==> src/rtl/rf_operand_fetch_pkg.sv <==
// Shared types and defaults for the decode-to-execute operand-fetch stage.
package rf_operand_fetch_pkg;

  localparam int WIDTH_P         = 32;
  localparam int ADDR_WIDTH_P    = 5;
  localparam int PAYLOAD_WIDTH_P = 64;

  typedef logic [ADDR_WIDTH_P-1:0] reg_addr_t;
  typedef logic [WIDTH_P-1:0]      word_t;

  typedef enum logic [1:0] {
    EMPTY = 2'd0,
    FRESH = 2'd1,
    HELD  = 2'd2
  } fetch_state_e;

  localparam reg_addr_t REG_ZERO = '0;

endpackage

==> src/rtl/rf_operand_fetch_if.sv <==
// Bundles the decode, regfile-read, writeback and execute signals of the operand-fetch stage.
interface rf_operand_fetch_if
  import rf_operand_fetch_pkg::*;
#(
  parameter int width_p         = WIDTH_P,
  parameter int addr_width_p    = ADDR_WIDTH_P,
  parameter int payload_width_p = PAYLOAD_WIDTH_P
) ();

  logic                       flush_i;
  logic                       id_v_i;
  logic                       id_ready_o;
  logic [addr_width_p-1:0]    id_rs1_i;
  logic [addr_width_p-1:0]    id_rs2_i;
  logic [payload_width_p-1:0] id_payload_i;
  logic                       rf_rv_o;
  logic [addr_width_p-1:0]    rf_rs1_o;
  logic [addr_width_p-1:0]    rf_rs2_o;
  logic [width_p-1:0]         rf_rd1_i;
  logic [width_p-1:0]         rf_rd2_i;
  logic                       wb_v_i;
  logic [addr_width_p-1:0]    wb_rd_i;
  logic [width_p-1:0]         wb_data_i;
  logic                       ex_v_o;
  logic                       ex_ready_i;
  logic [width_p-1:0]         ex_rs1_data_o;
  logic [width_p-1:0]         ex_rs2_data_o;
  logic [payload_width_p-1:0] ex_payload_o;

  modport slave (
    input  flush_i, id_v_i, id_rs1_i, id_rs2_i, id_payload_i,
    input  rf_rd1_i, rf_rd2_i, wb_v_i, wb_rd_i, wb_data_i, ex_ready_i,
    output id_ready_o, rf_rv_o, rf_rs1_o, rf_rs2_o,
    output ex_v_o, ex_rs1_data_o, ex_rs2_data_o, ex_payload_o
  );

  modport master (
    output flush_i, id_v_i, id_rs1_i, id_rs2_i, id_payload_i,
    output rf_rd1_i, rf_rd2_i, wb_v_i, wb_rd_i, wb_data_i, ex_ready_i,
    input  id_ready_o, rf_rv_o, rf_rs1_o, rf_rs2_o,
    input  ex_v_o, ex_rs1_data_o, ex_rs2_data_o, ex_payload_o
  );

endinterface

==> src/rtl/rf_operand_fetch_resolve.sv <==
// Per-operand priority mux: x0, live writeback, then regfile/bypass (FRESH) or captured value (HELD).
module rf_operand_fetch_resolve
  import rf_operand_fetch_pkg::*;
#(
  parameter int width_p      = WIDTH_P,
  parameter int addr_width_p = ADDR_WIDTH_P
) (
  input  logic [addr_width_p-1:0] i_rs,
  input  logic                    i_wb_v,
  input  logic [addr_width_p-1:0] i_wb_rd,
  input  logic [width_p-1:0]      i_wb_data,
  input  logic                    i_fresh,
  input  logic                    i_byp_v,
  input  logic [width_p-1:0]      i_byp,
  input  logic [width_p-1:0]      i_rf_rd,
  input  logic [width_p-1:0]      i_cap,
  output logic [width_p-1:0]      o_data
);

  always_comb begin
    o_data = i_cap;
    if (i_rs == addr_width_p'(REG_ZERO)) begin
      o_data = '0;
    end else if (i_wb_v && (i_wb_rd == i_rs)) begin
      o_data = i_wb_data;
    end else if (i_fresh) begin
      o_data = i_byp_v ? i_byp : i_rf_rd;
    end
  end

endmodule

==> src/rtl/rf_operand_fetch.sv <==
// One-entry operand-fetch slot between decode and execute: issues the regfile read,
// absorbs its one-cycle latency, and keeps stalled operands current with writeback.
module rf_operand_fetch
  import rf_operand_fetch_pkg::*;
#(
  parameter int width_p         = WIDTH_P,
  parameter int addr_width_p    = ADDR_WIDTH_P,
  parameter int payload_width_p = PAYLOAD_WIDTH_P
) (
  input  logic              clk,
  input  logic              reset,
  rf_operand_fetch_if.slave bus
);

  fetch_state_e               r_state;
  fetch_state_e               w_state_nxt;
  logic                       w_occupied;
  logic                       w_accept;
  logic                       w_hold;
  logic                       w_hit1;
  logic                       w_hit2;
  logic [addr_width_p-1:0]    r_rs1;
  logic [addr_width_p-1:0]    r_rs2;
  logic [payload_width_p-1:0] r_payload;
  logic [width_p-1:0]         r_byp1;
  logic [width_p-1:0]         r_byp2;
  logic                       r_byp1_v;
  logic                       r_byp2_v;
  logic [width_p-1:0]         r_cap1;
  logic [width_p-1:0]         r_cap2;
  logic [width_p-1:0]         w_op1;
  logic [width_p-1:0]         w_op2;

  assign w_occupied = (r_state != EMPTY);
  assign w_accept   = bus.id_v_i & bus.id_ready_o & ~bus.flush_i;
  assign w_hold     = w_occupied & ~bus.ex_ready_i & ~bus.flush_i;

  // The regfile's same-address read-during-write result is not trusted, so catch it here.
  assign w_hit1 = bus.wb_v_i & (bus.wb_rd_i == bus.id_rs1_i) & (bus.id_rs1_i != addr_width_p'(REG_ZERO));
  assign w_hit2 = bus.wb_v_i & (bus.wb_rd_i == bus.id_rs2_i) & (bus.id_rs2_i != addr_width_p'(REG_ZERO));

  assign bus.id_ready_o    = ~w_occupied | bus.ex_ready_i;
  assign bus.rf_rv_o       = w_accept;
  assign bus.rf_rs1_o      = bus.id_rs1_i;
  assign bus.rf_rs2_o      = bus.id_rs2_i;
  assign bus.ex_v_o        = w_occupied;
  assign bus.ex_rs1_data_o = w_op1;
  assign bus.ex_rs2_data_o = w_op2;
  assign bus.ex_payload_o  = r_payload;

  always_ff @(posedge clk or posedge reset) begin
    if (reset) begin
      r_state <= EMPTY;
    end else begin
      r_state <= w_state_nxt;
    end
  end

  always_comb begin
    w_state_nxt = r_state;
    if (bus.flush_i) begin
      w_state_nxt = EMPTY;
    end else if (!w_occupied || bus.ex_ready_i) begin
      w_state_nxt = w_accept ? FRESH : EMPTY;
    end else begin
      w_state_nxt = HELD;
    end
  end

  always_ff @(posedge clk or posedge reset) begin
    if (reset) begin
      r_rs1     <= '0;
      r_rs2     <= '0;
      r_payload <= '0;
      r_byp1    <= '0;
      r_byp2    <= '0;
      r_byp1_v  <= 1'b0;
      r_byp2_v  <= 1'b0;
      r_cap1    <= '0;
      r_cap2    <= '0;
    end else begin
      if (w_accept) begin
        r_rs1     <= bus.id_rs1_i;
        r_rs2     <= bus.id_rs2_i;
        r_payload <= bus.id_payload_i;
        r_byp1_v  <= w_hit1;
        r_byp2_v  <= w_hit2;
        r_byp1    <= bus.wb_data_i;
        r_byp2    <= bus.wb_data_i;
      end
      // Re-capturing the resolved value every stalled cycle folds in any matching writeback.
      if (w_hold) begin
        r_cap1 <= w_op1;
        r_cap2 <= w_op2;
      end
    end
  end

  rf_operand_fetch_resolve #(.width_p(width_p), .addr_width_p(addr_width_p)) u_res1 (
    .i_rs      (r_rs1),
    .i_wb_v    (bus.wb_v_i),
    .i_wb_rd   (bus.wb_rd_i),
    .i_wb_data (bus.wb_data_i),
    .i_fresh   (r_state == FRESH),
    .i_byp_v   (r_byp1_v),
    .i_byp     (r_byp1),
    .i_rf_rd   (bus.rf_rd1_i),
    .i_cap     (r_cap1),
    .o_data    (w_op1)
  );

  rf_operand_fetch_resolve #(.width_p(width_p), .addr_width_p(addr_width_p)) u_res2 (
    .i_rs      (r_rs2),
    .i_wb_v    (bus.wb_v_i),
    .i_wb_rd   (bus.wb_rd_i),
    .i_wb_data (bus.wb_data_i),
    .i_fresh   (r_state == FRESH),
    .i_byp_v   (r_byp2_v),
    .i_byp     (r_byp2),
    .i_rf_rd   (bus.rf_rd2_i),
    .i_cap     (r_cap2),
    .o_data    (w_op2)
  );

endmodule

==> src/flat_wrapper.sv <==
// flat-port wrapper written by rule: the top's interface ports become plain ports
module rf_operand_fetch_flat import rf_operand_fetch_pkg::*;
#(
  parameter int width_p         = WIDTH_P,
  parameter int addr_width_p    = ADDR_WIDTH_P,
  parameter int payload_width_p = PAYLOAD_WIDTH_P
)
  (clk, reset, bus_flush_i, bus_id_v_i, bus_id_rs1_i, bus_id_rs2_i, bus_id_payload_i, bus_rf_rd1_i, bus_rf_rd2_i, bus_wb_v_i, bus_wb_rd_i, bus_wb_data_i, bus_ex_ready_i, bus_id_ready_o, bus_rf_rv_o, bus_rf_rs1_o, bus_rf_rs2_o, bus_ex_v_o, bus_ex_rs1_data_o, bus_ex_rs2_data_o, bus_ex_payload_o);
  rf_operand_fetch_if #(.width_p(width_p), .addr_width_p(addr_width_p), .payload_width_p(payload_width_p)) bus_i ();
  input  logic clk;
  input  logic reset;
  input wire logic [$bits(bus_i.flush_i)-1:0] bus_flush_i;
  input wire logic [$bits(bus_i.id_v_i)-1:0] bus_id_v_i;
  input wire logic [$bits(bus_i.id_rs1_i)-1:0] bus_id_rs1_i;
  input wire logic [$bits(bus_i.id_rs2_i)-1:0] bus_id_rs2_i;
  input wire logic [$bits(bus_i.id_payload_i)-1:0] bus_id_payload_i;
  input wire logic [$bits(bus_i.rf_rd1_i)-1:0] bus_rf_rd1_i;
  input wire logic [$bits(bus_i.rf_rd2_i)-1:0] bus_rf_rd2_i;
  input wire logic [$bits(bus_i.wb_v_i)-1:0] bus_wb_v_i;
  input wire logic [$bits(bus_i.wb_rd_i)-1:0] bus_wb_rd_i;
  input wire logic [$bits(bus_i.wb_data_i)-1:0] bus_wb_data_i;
  input wire logic [$bits(bus_i.ex_ready_i)-1:0] bus_ex_ready_i;
  output wire logic [$bits(bus_i.id_ready_o)-1:0] bus_id_ready_o;
  output wire logic [$bits(bus_i.rf_rv_o)-1:0] bus_rf_rv_o;
  output wire logic [$bits(bus_i.rf_rs1_o)-1:0] bus_rf_rs1_o;
  output wire logic [$bits(bus_i.rf_rs2_o)-1:0] bus_rf_rs2_o;
  output wire logic [$bits(bus_i.ex_v_o)-1:0] bus_ex_v_o;
  output wire logic [$bits(bus_i.ex_rs1_data_o)-1:0] bus_ex_rs1_data_o;
  output wire logic [$bits(bus_i.ex_rs2_data_o)-1:0] bus_ex_rs2_data_o;
  output wire logic [$bits(bus_i.ex_payload_o)-1:0] bus_ex_payload_o;
  assign bus_i.flush_i = bus_flush_i;
  assign bus_i.id_v_i = bus_id_v_i;
  assign bus_i.id_rs1_i = bus_id_rs1_i;
  assign bus_i.id_rs2_i = bus_id_rs2_i;
  assign bus_i.id_payload_i = bus_id_payload_i;
  assign bus_i.rf_rd1_i = bus_rf_rd1_i;
  assign bus_i.rf_rd2_i = bus_rf_rd2_i;
  assign bus_i.wb_v_i = bus_wb_v_i;
  assign bus_i.wb_rd_i = bus_wb_rd_i;
  assign bus_i.wb_data_i = bus_wb_data_i;
  assign bus_i.ex_ready_i = bus_ex_ready_i;
  assign bus_id_ready_o = bus_i.id_ready_o;
  assign bus_rf_rv_o = bus_i.rf_rv_o;
  assign bus_rf_rs1_o = bus_i.rf_rs1_o;
  assign bus_rf_rs2_o = bus_i.rf_rs2_o;
  assign bus_ex_v_o = bus_i.ex_v_o;
  assign bus_ex_rs1_data_o = bus_i.ex_rs1_data_o;
  assign bus_ex_rs2_data_o = bus_i.ex_rs2_data_o;
  assign bus_ex_payload_o = bus_i.ex_payload_o;
  rf_operand_fetch #(.width_p(width_p), .addr_width_p(addr_width_p), .payload_width_p(payload_width_p)) u_core (.clk(clk), .reset(reset), .bus(bus_i));
endmodule
==> config.mk <==
export PLATFORM = sky130hd
export DESIGN_NAME = rf_operand_fetch_flat
export DESIGN_NICKNAME = d
export VERILOG_FILES = /design/src/rtl/rf_operand_fetch_pkg.sv /design/src/rtl/rf_operand_fetch_if.sv /design/src/rtl/rf_operand_fetch_resolve.sv /design/src/rtl/rf_operand_fetch.sv /design/src/flat_wrapper.sv
export SDC_FILE = /design/constraint.sdc
export NUM_CORES = 1
export LEC_CHECK = 0
export ABC_AREA = 1
export BUFFER_PORTS_ARGS = -buffer_cell sky130_fd_sc_hd__buf_2
export CAP_MARGIN = 15
export CORE_MARGIN = 2
export CORE_UTILIZATION = 35
export CTS_CLUSTER_SIZE = 10
export DETAILED_ROUTE_END_ITERATION = 16
export RECOVER_POWER = 50
export SYNTH_ARGS = -nofsm -noshare
export SYNTH_HDL_FRONTEND = slang
export SYNTH_SLANG_ARGS = --single-unit
==> constraint.sdc <==
create_clock -name clk -period 4.9 [get_ports clk]
set_input_delay 0.245 -clock clk [delete_from_list [all_inputs] [get_ports clk]]
set_output_delay 0.245 -clock clk [all_outputs]
set_load 0.03 [all_outputs]
# Yosys cells after proc, flatten, opt, wreduce, memory -nomap -nowiden
# Cells that the tools add are included.
dict set report op_classes {
  addsub 0
  mul 0
  div_mod_pow 0
  n_lt_le_gt_ge 0
  eq_ne 5
  shifts 0
  mux 11
  n_bitwise 12
  n_reduce_logical 9
}
# cell count
set ops {}
lappend ops {{2-to-1 mux 32 bit} 8}
lappend ops {{equality test 5 bit} 4}
lappend ops {{logical NOT 5 bit} 2}
lappend ops {{nonzero test 5 bit} 2}
lappend ops {{AND 1 bit} 8}
lappend ops {{2-to-1 mux 2 bit} 2}
lappend ops {{NOT 1 bit} 3}
lappend ops {{equality test 2 x 1 -> 1 bit (second input constant)} 1}
lappend ops {{logical AND 1 bit} 2}
lappend ops {{nonzero test 2 bit} 1}
lappend ops {{logical NOT 1 bit} 1}
lappend ops {{logical OR 1 bit} 1}
lappend ops {{2-to-1 mux 1 bit} 1}
lappend ops {{bitwise OR 1 bit} 1}
dict set report word_totals {
  register_bits 174
  latchBits 0
  ram_bits 0
  romBits 0
  inputBits 181
  output_inout_bits 141
  elab_cells 46
  mem_count 0
}

# Longest topological paths before layout
dict set report depth {
  ltp_word 8
  mapped_depth 10
  depth_no_buf 9
}

# By module
# A second synthesis with hierarchy kept.
dict set report hier_totals {
  hier_cells 1463
  hier_area_um2 10131.0
}
# mod instances cells_per_inst area_per_inst_um2
set modules_own_cells {}
lappend modules_own_cells {rf_operand_fetch 1 805 7048.0}
lappend modules_own_cells {rf_operand_fetch_resolve 2 329 1541.5}

# Least setup slack after synthesis
# OpenSTA, ideal clock, no wires.
dict set report synth_timing {
  kind {register to output}
  start {register u_core.r_state[1]}
  end {output bus_ex_rs1_data_o[27]}
  arrival_time_ns 1.609
  required_ns 4.655
  path_slack_ns 3.046
  stages_incl_launch_ff 8
  cell_sequence {dfrtp_1 buf_2 nor2_4 buf_2 o211ai_1 nand2_1 nand2_1 a21oi_1}
}
dict set report synth_via {
  elab_chain_cells 4
}
# element line
set synth_lines {}
lappend synth_lines {{from (decl)} rf_operand_fetch.sv:15} ;# fetch_state_e r_state;
lappend synth_lines {{from (signal assigned)} rf_operand_fetch.sv:55} ;# r_state <= w_state_nxt;
lappend synth_lines {{equality test 2 x 1 -> 1 bit} rf_operand_fetch.sv:104} ;# .i_fresh (r_state == FRESH),
lappend synth_lines {{2-to-1 mux 32 bit} rf_operand_fetch_resolve.sv:26} ;# end else if (i_fresh) begin
lappend synth_lines {{2-to-1 mux 32 bit} rf_operand_fetch_resolve.sv:24} ;# end else if (i_wb_v && (i_wb_rd == i_rs)) begin
lappend synth_lines {{2-to-1 mux 32 bit} rf_operand_fetch_resolve.sv:22} ;# if (i_rs == addr_width_p'(REG_ZERO)) begin
lappend synth_lines {{to (decl)} flat_wrapper.sv:28} ;# output wire logic [$bits(bus_i.ex_rs1_data_o)-1:0] bus_ex_rs1_data_o;
# Every way passes these cells.

# Worst setup path in the final report
dict set report layout_timing {
  start {register u_core.r_rs1[0]}
  end {output bus_ex_rs1_data_o[9]}
}
dict set report layout_via {
  elab_chain_cells 4
  word_cells_on_any_way 5
  cone_classes {eq/ne: 1; mux: 2; reduce/logical: 2}
}
# element line
set layout_lines {}
lappend layout_lines {{from (decl)} rf_operand_fetch.sv:22} ;# logic [addr_width_p-1:0] r_rs1;
lappend layout_lines {{from (signal assigned)} rf_operand_fetch.sv:83} ;# r_rs1 <= bus.id_rs1_i;
lappend layout_lines {{equality test 5 bit} rf_operand_fetch_resolve.sv:24}
lappend layout_lines {{logical AND 1 bit} rf_operand_fetch_resolve.sv:24}
lappend layout_lines {{2-to-1 mux 32 bit} rf_operand_fetch_resolve.sv:24}
lappend layout_lines {{2-to-1 mux 32 bit *} rf_operand_fetch_resolve.sv:22}
# Every way passes the cells marked *; elsewhere a longest branch is shown, timed or not.

==> metrics.txt <==
Synth cell types 25; CP Max Fanout 33; Crit path arrival time ~3.2 ns; WS Path Type flip-flop to output pin; root buf cell clkbuf_16; final max-slew violation count 0; Port Buffer Count ~320; final cycle utilization of the critical path ~70%; area delta synth->final 25.1%; Hold Path Class input port to async pin; I/O Pins around 320; DIE WIDTH ~170 um; Initial Utilization 35.8%; via count approximately 11000; Hold Fails Final Rpt 3; Max-cap violations 0; worst setup margin between 1 and 1.5 ns; wire per inst 16.9 um; Max Fclk ~290 MHz; core area ~28000 um^2; Post-Synth Simple-Gate Area roughly 34%; Cells after Synth 1421; complex-gate fraction of the synthesized area a little over an eighth; RD Place Congestion roughly 0.9; Seq cells post-synth 174; CTS Sinks between 150 and 200; Synth Area in Adders 0%; non-filler cells, final between 2000 and 2500; violated checks hold timing; Synth Net Count around 1600; vias in the first global route roughly 10000; Slew HR around a fifth; All-Layer GR Usage 23.4%; hold-fix buffer count after cts 36; GRT Residual Overflow 0; post-route antenna net violation count 0; Max VDD drop about 0.00027 V; Site Rows between 60 and 70; share of layout cells above drive strength 1 between 15 and 20%; initial antenna violation count 3; mean post-synth cell area around 7.1 um^2; largest net degree at the start of global routing about 180; pre-CTS setup slack just under 2 ns; CTS H-tree lvls 4; Pleak between 0.006 and 0.007 uW; worst slew pin tran ~1.2 ns; Crit path required time roughly 4.7 ns; first-pass GRT wire length between 50000 and 60000 um; routed wire length about 35000 um; Crit Reg-Reg Endpoint u_core.r_byp1[5]; number of setup violations in the final report 0; multiplexer share of the synthesized area 0%; Clock Skews between 0.015 and 0.02 ns; placed cell count between 2000 and 2500; drt drc 0; main combinational cell family by area after synthesis simple AND/OR/NAND/NOR gates; Startpoint Class flip-flop; r2r startpoint u_core.r_state[1]; Post-Syn Area 10000 um^2; Die Y 173 um; R2R setup slack approximately 2.5 ns; worst skew pair latency about 0.43 ns; Post-CTS Setup Inserts 0; cts bufs inserted 17; die area roughly 30000 um^2; Synth Warn # 0; DR pass1 iterations 5; CTS tree yes; setup TNS 0 ns; PwrDens about 400 nW/um^2; Worst Setup End Kind output pin; drt via density ~5; depth of the worst register-to-register path 8; status finished with violations; final hold slack -0.0148 ns; Post-CTS Resized 0; register area share after synthesis between 40% and 50%; clock-pin slew on the worst setup and hold paths ~0.080 ns; final net count 1885; RSZ-0062 raised after global routing no; CTS Buffer Depth 2; min cycle time layout 3.46 ns; Post-DP HPWL around 23000 um; Initial DRC Count about 1200; xor/xnor cell area share of the yosys netlist 0.524%
through the flow:
step / utilization [%] / area (um^2) / power, uW / hold slack, ns
floorplan: - / 10000 / 3080 / 0.355
global placement: 41.4 / 11600 / 3590 / 0.437
detailed placement: 41.4 / 11600 / 3610 / 0.442
CTS: 44.7 / 12500 / 5010 / 0.000898
global route: 44.8 / 12600 / 5280 / 0.00375
finish: 44.8 / 12600 / 4970 / -0.0148
routing by layer:
layer  track usage (%)  wire length [um]
met2              37.8             16400
met4              6.96               749
met1              31.2             15500
met3              5.59              2680
met5                 0                27
cell usage after synthesis (all sizes together):
| cell type | instances | area [um^2] |
|---|---|---|
| nand2 | 667 | 2510 |
| dfrtp | 174 | 4350 |
| nand3 | 137 | 726 |
| o21ai | 108 | 541 |
| buf | 77 | 529 |
| a21oi | 66 | 338 |
| o211ai | 64 | 480 |
| inv | 63 | 236 |
| clkbuf | 33 | 124 |
| nor2 | 18 | 100 |
| xor2 | 6 | 52.6 |
| nor3 | 4 | 20.0 |
| nor4 | 2 | 12.5 |
| nand4 | 1 | 6.26 |
| or2 | 1 | 6.26 |
critical path, stage by stage, from the launching register on:
cell     delay (ns)
dfrtp_1        0.40
nor3_1         0.26
nand3_2        0.70
inv_1          0.68
buf_4          0.40
a21oi_1        0.10
buf_2          0.20
placed cells by master (no fill, tap or decap):
cell | synthesis | routed
a21oi_1 | 64 | 64
a21oi_2 | 2 | 2
buf_12 | 0 | 3
buf_16 | 0 | 2
buf_2 | 42 | 251
buf_4 | 12 | 10
clkbuf_1 | 33 | 71
clkbuf_16 | 0 | 17
clkinv_4 | 0 | 3
clkinv_8 | 0 | 2
clkinvlp_2 | 0 | 1
clkinvlp_4 | 0 | 1
dfrtp_1 | 174 | 171
dfrtp_2 | 0 | 3
diode_2 | 0 | 1
dlygate4sd3_1 | 0 | 38
inv_1 | 57 | 55
inv_2 | 6 | 6
inv_4 | 0 | 1
inv_6 | 0 | 5
inv_8 | 0 | 3
nand2_1 | 664 | 664
nand2_2 | 3 | 3
nand3_1 | 129 | 126
nand3_2 | 8 | 11
nand4_1 | 1 | 1
nor2_1 | 13 | 12
nor2_4 | 4 | 6
nor3_1 | 4 | 4
nor4_1 | 2 | 2
o211ai_1 | 64 | 64
o21ai_0 | 91 | 91
o21ai_1 | 17 | 17
or2_1 | 1 | 1
xor2_1 | 6 | 6
kinds of logic after synthesis:
logic type	after synthesis
simple gates	830
buf+inv	173
compound gates	238
flops	174
xor+xnor	6
registers in the layout, indices dropped and copies added (netlist names):
register                 flops
u_core.r_byp1_v              1
u_core.r_rs2                 5
u_core.r_state               2
u_core.r_cap1               32
u_core.r_byp1               32
u_core.r_byp2_v              1
u_core.bus.ex_payload_o     64
u_core.r_rs1                 5
u_core.r_cap2               32
report_power, final:
group,total [uW],leakage [uW],switching [uW],internal (uW)
registers,1850,0.00222,141,1710
clock network,1370,0.000278,685,681
logic,1750,0.00427,1240,512
final cells by class:
type / instances / area, um^2
inverter: 63 / 240
sequential: 174 / 4360
fill: 2901 / 15500
tap: 378 / 473
clock buffer: 18 / 429
timing repair buffer: 374 / 2090
clock inverter: 14 / 144
antenna: 1 / 2.50
multi-input combinational: 1074 / 4820
how the worst max path moves through the flow:
stage                          from                          to  depth (start not counted)  slack [ns]
floorplan                     reset  u_core.bus.ex_payload_o[0]                          1        2.43
finish              u_core.r_rs1[0]        bus_ex_rs1_data_o[9]                          6        1.44
global route        u_core.r_rs1[0]        bus_ex_rs1_data_o[8]                          6        1.24
detailed placement  u_core.r_rs1[0]        bus_ex_rs1_data_o[2]                          6        1.98
global placement    u_core.r_rs1[0]        bus_ex_rs1_data_o[9]                          6        1.99
CTS                 u_core.r_rs1[0]        bus_ex_rs1_data_o[2]                          6        1.49
No activity file was read; power rests on OpenSTA's default activity.
